`config.mk`:
```
export PLATFORM = sky130hd
export DESIGN_NAME = pipe_fifo_buffer
export DESIGN_NICKNAME = d
export VERILOG_FILES = /design/src/rtl/pipe_buffer_pkg.sv /design/src/rtl/pipe_fifo_buffer.sv
export SDC_FILE = /design/constraint.sdc
export NUM_CORES = 1
export LEC_CHECK = 0
export ABC_AREA = 1
export BUFFER_PORTS_ARGS = -buffer_cell sky130_fd_sc_hd__buf_4
export CORE_MARGIN = 4
export CORE_UTILIZATION = 30
export DETAILED_ROUTE_END_ITERATION = 8
export PLACE_DENSITY = 0.53
export SYNTH_ARGS = -nofsm -noshare
export SYNTH_HDL_FRONTEND = slang
export SYNTH_SLANG_ARGS = --single-unit
```
`constraint.sdc`:
```
create_clock -name clk -period 2.2 [get_ports clk]
set_clock_uncertainty 0.15 [all_clocks]
set_input_delay 0.22 -clock clk [delete_from_list [all_inputs] [get_ports clk]]
set_output_delay 0.22 -clock clk [all_outputs]
set_load 0.01 [all_outputs]
```
`src/rtl/pipe_buffer_pkg.sv`:
```
// rtl/pipe_buffer_pkg.sv - shared helpers for valid-ready pipeline buffers
package pipe_buffer_pkg;

  function automatic int unsigned cnt_width(input int unsigned depth);
    return $clog2(depth + 1);
  endfunction

  // Explicit wrap compare so non-power-of-two depths stay in range.
  function automatic int unsigned ptr_inc(input int unsigned ptr, input int unsigned limit);
    return (ptr == limit - 1) ? 0 : ptr + 1;
  endfunction

endpackage

```
`src/rtl/pipe_fifo_buffer.sv`:
```
// rtl/pipe_fifo_buffer.sv - registered valid-ready FIFO buffer with occupancy and flush
module pipe_fifo_buffer
  import pipe_buffer_pkg::*;
#(
  parameter int DWIDTH = 8,
  parameter int DEPTH  = 4,
  parameter int CNTW   = cnt_width(DEPTH)
) (
  input  logic              clk,
  input  logic              rstn,
  input  logic              i_flush,
  input  logic [DWIDTH-1:0] i_data,
  input  logic              i_valid,
  output logic              o_ready,
  output logic [DWIDTH-1:0] o_data,
  output logic              o_valid,
  input  logic              i_ready,
  output logic [CNTW-1:0]   o_count
);

  localparam int PW = $clog2(DEPTH);

  logic [DWIDTH-1:0] r_mem [DEPTH];
  logic [PW-1:0]     r_wr_ptr;
  logic [PW-1:0]     r_rd_ptr;
  logic [CNTW-1:0]   r_count;
  logic              r_valid;
  logic              r_ready;

  logic              w_push;
  logic              w_pop;
  logic [CNTW-1:0]   w_count_next;

  assign w_push = i_valid && r_ready;
  assign w_pop  = r_valid && i_ready;

  always_comb begin
    w_count_next = r_count;
    if (w_push && !w_pop) begin
      w_count_next = r_count + CNTW'(1);
    end else if (!w_push && w_pop) begin
      w_count_next = r_count - CNTW'(1);
    end
  end

  // Handshake outputs are loaded from the next count so both sides see only flops.
  always_ff @(posedge clk) begin
    if (!rstn) begin
      for (int i = 0; i < DEPTH; i++) begin
        r_mem[i] <= '0;
      end
      r_wr_ptr <= '0;
      r_rd_ptr <= '0;
      r_count  <= '0;
      r_valid  <= 1'b0;
      r_ready  <= 1'b0;
    end else if (i_flush) begin
      r_wr_ptr <= '0;
      r_rd_ptr <= '0;
      r_count  <= '0;
      r_valid  <= 1'b0;
      r_ready  <= 1'b1;
    end else begin
      if (w_push) begin
        r_mem[r_wr_ptr] <= i_data;
        r_wr_ptr        <= PW'(ptr_inc(32'(r_wr_ptr), DEPTH));
      end
      if (w_pop) begin
        r_rd_ptr <= PW'(ptr_inc(32'(r_rd_ptr), DEPTH));
      end
      r_count <= w_count_next;
      r_valid <= (w_count_next != '0);
      r_ready <= (w_count_next < CNTW'(DEPTH));
    end
  end

  assign o_data  = r_mem[r_rd_ptr];
  assign o_valid = r_valid;
  assign o_ready = r_ready;
  assign o_count = r_count;

endmodule

```
==> impl_metrics.json <==
{
  "yosys.area.top_type": "edfxtp_1",
  "worst_slew_pin_slew_ps": 444,
  "h-tree-depth": 2,
  "fin_nets": 243,
  "io_buffers": 25,
  "drt_iter0_markers": 112,
  "outcome": "finished clean",
  "whs_ps": 24.7,
  "synth_cells": 196,
  "initial_utilization": 0.316,
  "seqCellArea_um2": 1180,
  "num_antenna_cells": 0,
  "reg2regPathDepth": 6,
  "clk_pin_slew_worst_paths_ps": 80,
  "dp_cells": 294,
  "internal_power_w": 0.00125,
  "post_drt_wl_per_cell_um": 14.2,
  "clock-sinks": 43,
  "period_share": 0.853,
  "required_ps": 1830,
  "crit_path_end_kind": "primary output",
  "ff2ff_setup_slack_ps": 390,
  "insertion_delay_ps": 300,
  "dr.pass1.iters": 4,
  "power_switching_w": 0.000372,
  "final_layout_size_suffix_gt1_frac": 0.189,
  "gr-total-overflow": 0,
  "grt_pass1_vias": 1350,
  "critPathArrivalTime_ps": 1510,
  "ys_warn_count": 0,
  "syn-num-nets": 213,
  "drc": 0,
  "ys_types": 21,
  "postRouteAntennaNets": 0,
  "yosysSeqAreaShare": 0.616,
  "whs_path_depth": 3,
  "root_buffer": "clkbuf_8",
  "worstReg2RegEnd": "r_mem[0][0]",
  "min_to": "o_ready",
  "cap_violations": 0,
  "syn_area_um2": 1920,
  "rsz0062_at_grt": "false",
  "grt_start_max_net_pins": 17,
  "vias_per_cell": 4.66,
  "fp.dieW_um": 87.9,
  "ctsHoldBuffers": 0,
  "cts_buffer_depth": 2,
  "synth-main-ff-cell": "edfxtp_1",
  "p_per_area_nw_per_um2": 709,
  "setup_viol": 0,
  "vdd.ir_drop.worst_uv": 254,
  "reg2reg_from": "o_ready",
  "ctsResizeCount": 0,
  "ys_ff_latch": 43,
  "cts_tree": "yes",
  "vias": 1407,
  "die_area_um2": 7730,
  "post-route-cell-area_um2": 2290,
  "fmax_mhz": 533,
  "fin_crit_ps": 1880,
  "power_frac_comb": 0.087,
  "multiInputGateArea_um2": 621,
  "yosysTopAreaCellShare": 0.501,
  "synth_edf_count": 32,
  "grt_pass1_wl_um": 6710,
  "path_max_fanout": 16,
  "place_congestion": 0.738,
  "final_hold_viol_count": 0,
  "hpwl_um": 3280,
  "swShare": 0.229,
  "fillers": 621,
  "p_leak_nw": 1.04,
  "total_power_w": 0.00162,
  "tns_ps": 0,
  "seqPwrFrac": 0.571,
  "final_cells": 302,
  "start_kind": "flop",
  "slew_headroom": 0.704,
  "cts_buffers": 5,
  "core_area_um2": 6060,
  "async_flop_share": 0,
  "worstHoldStart": "rstn",
  "antenna_found_initial": 0,
  "num_rows": 28,
  "cts_setup_buffers": 0,
  "grt_use_total": 0.118,
  "chipHeight_um": 87.9,
  "worst-setup-path-type": "reg2out",
  "wl_um": 4280,
  "place_area_um2": 2180,
  "slew_violations": 0,
  "ioPinCount": 26,
  "area_delta_synth_final_pct": 19.3,
  "min_path_type": "in2reg",
  "clockPowerShare": 0.342,
  "avgSynthCellArea_um2": 9.78,
  "synth_area_leaders": "edfxtp_1, dfxtp_1, nor2_1"
}
-- cells in the final DEF (no fill, tap or decap) --
| cell type | n |
|---|---|
| buf_4 | 26 |
| nand3b_1 | 2 |
| inv_1 | 24 |
| inv_4 | 1 |
| o21ai_4 | 1 |
| nor2_2 | 1 |
| nand2_2 | 3 |
| nand3_1 | 11 |
| nor2_4 | 2 |
| nor3_1 | 1 |
| ha_1 | 4 |
| nand2_1 | 14 |
| o21ai_0 | 19 |
| nor2_1 | 56 |
| clkbuf_8 | 7 |
| a21oi_1 | 1 |
| inv_2 | 1 |
| o22ai_1 | 8 |
| dfxtp_1 | 11 |
| edfxtp_1 | 32 |
| nand2_4 | 1 |
| a211oi_1 | 1 |
-- synth_stat cells, types with 2 or more instances --
library cell	count
o21ai_0	19
edfxtp_1	32
nand3b_1	2
dfxtp_1	11
inv_1	24
nor2_1	56
buf_2	2
o22ai_1	8
nor2_4	2
nand3_1	11
nand2_2	3
ha_1	4
nand2_1	14
-- cell type report --
cell class	instances	share of cell area
Tap cell	75	0.0410
Clock inverter	1	0.00274
Clock buffer	7	0.0421
Inverter	25	0.0410
Sequential cell	43	0.516
Multi-Input combinational cell	125	0.271
Timing Repair Buffer	26	0.0853
-- power by group through the flow --
stage,Combinational (W),Sequential [W],Clock [W]
floorplan,0.0000782,0.000938,0
global placement,0.000143,0.000944,0
detailed placement,0.000144,0.000943,0
CTS,0.000145,0.000925,0.000562
global route,0.000160,0.000928,0.000594
finish,0.000142,0.000925,0.000554
-- stage by stage --
stage / setup slack (ps) / utilization
finish: 323 / 0.377
global route: 194 / 0.377
CTS: 275 / 0.377
detailed placement: 405 / 0.360
global placement: 455 / 0.360
floorplan: 526 / -
-- state kept, by name, indices dropped and copies added (netlist names), named ones only --
register and flops:
r_mem 32, o_count 3, r_rd_ptr 2, r_wr_ptr 2
o_ready 1, o_valid 1
-- worst max path at each step --
stage                       start     endpoint
after global placement    i_flush  r_mem[0][7]
final                        flop    o_data[1]
after CTS                    flop    o_data[1]
after floorplan           o_ready  r_mem[2][0]
after detailed placement  o_ready  r_mem[0][5]
after global routing         flop    o_data[1]
-- logic make-up after synthesis --
logic type,share of synthesized area
AO/OA/AOI/OAI,0.0907
adder cells (fa/ha/maj),0.0261
buffers and inverters,0.0601
flip-flops,0.616
AND/OR/NAND/NOR,0.207
-- critical path, cell delays in order, from the launching register on --
cell,delay (ps)
dfxtp_1,330
inv_1,340
o21ai_0,190
o22ai_1,190
buf_4,160
-- metal layers --
layer | global-route usage | share of wire | vias to the layer above | wire length [µm]
met5 | 0 | 0 | - | 0
met4 | 0.0502 | 0.023 | 0 | 98
met3 | 0.0339 | 0.051 | 10 | 219
met2 | 0.196 | 0.48 | 31 | 2040
met1 | 0.143 | 0.45 | 656 | 1930
li1 | - | - | 710 | -
(Power assumes the default switching activity.)
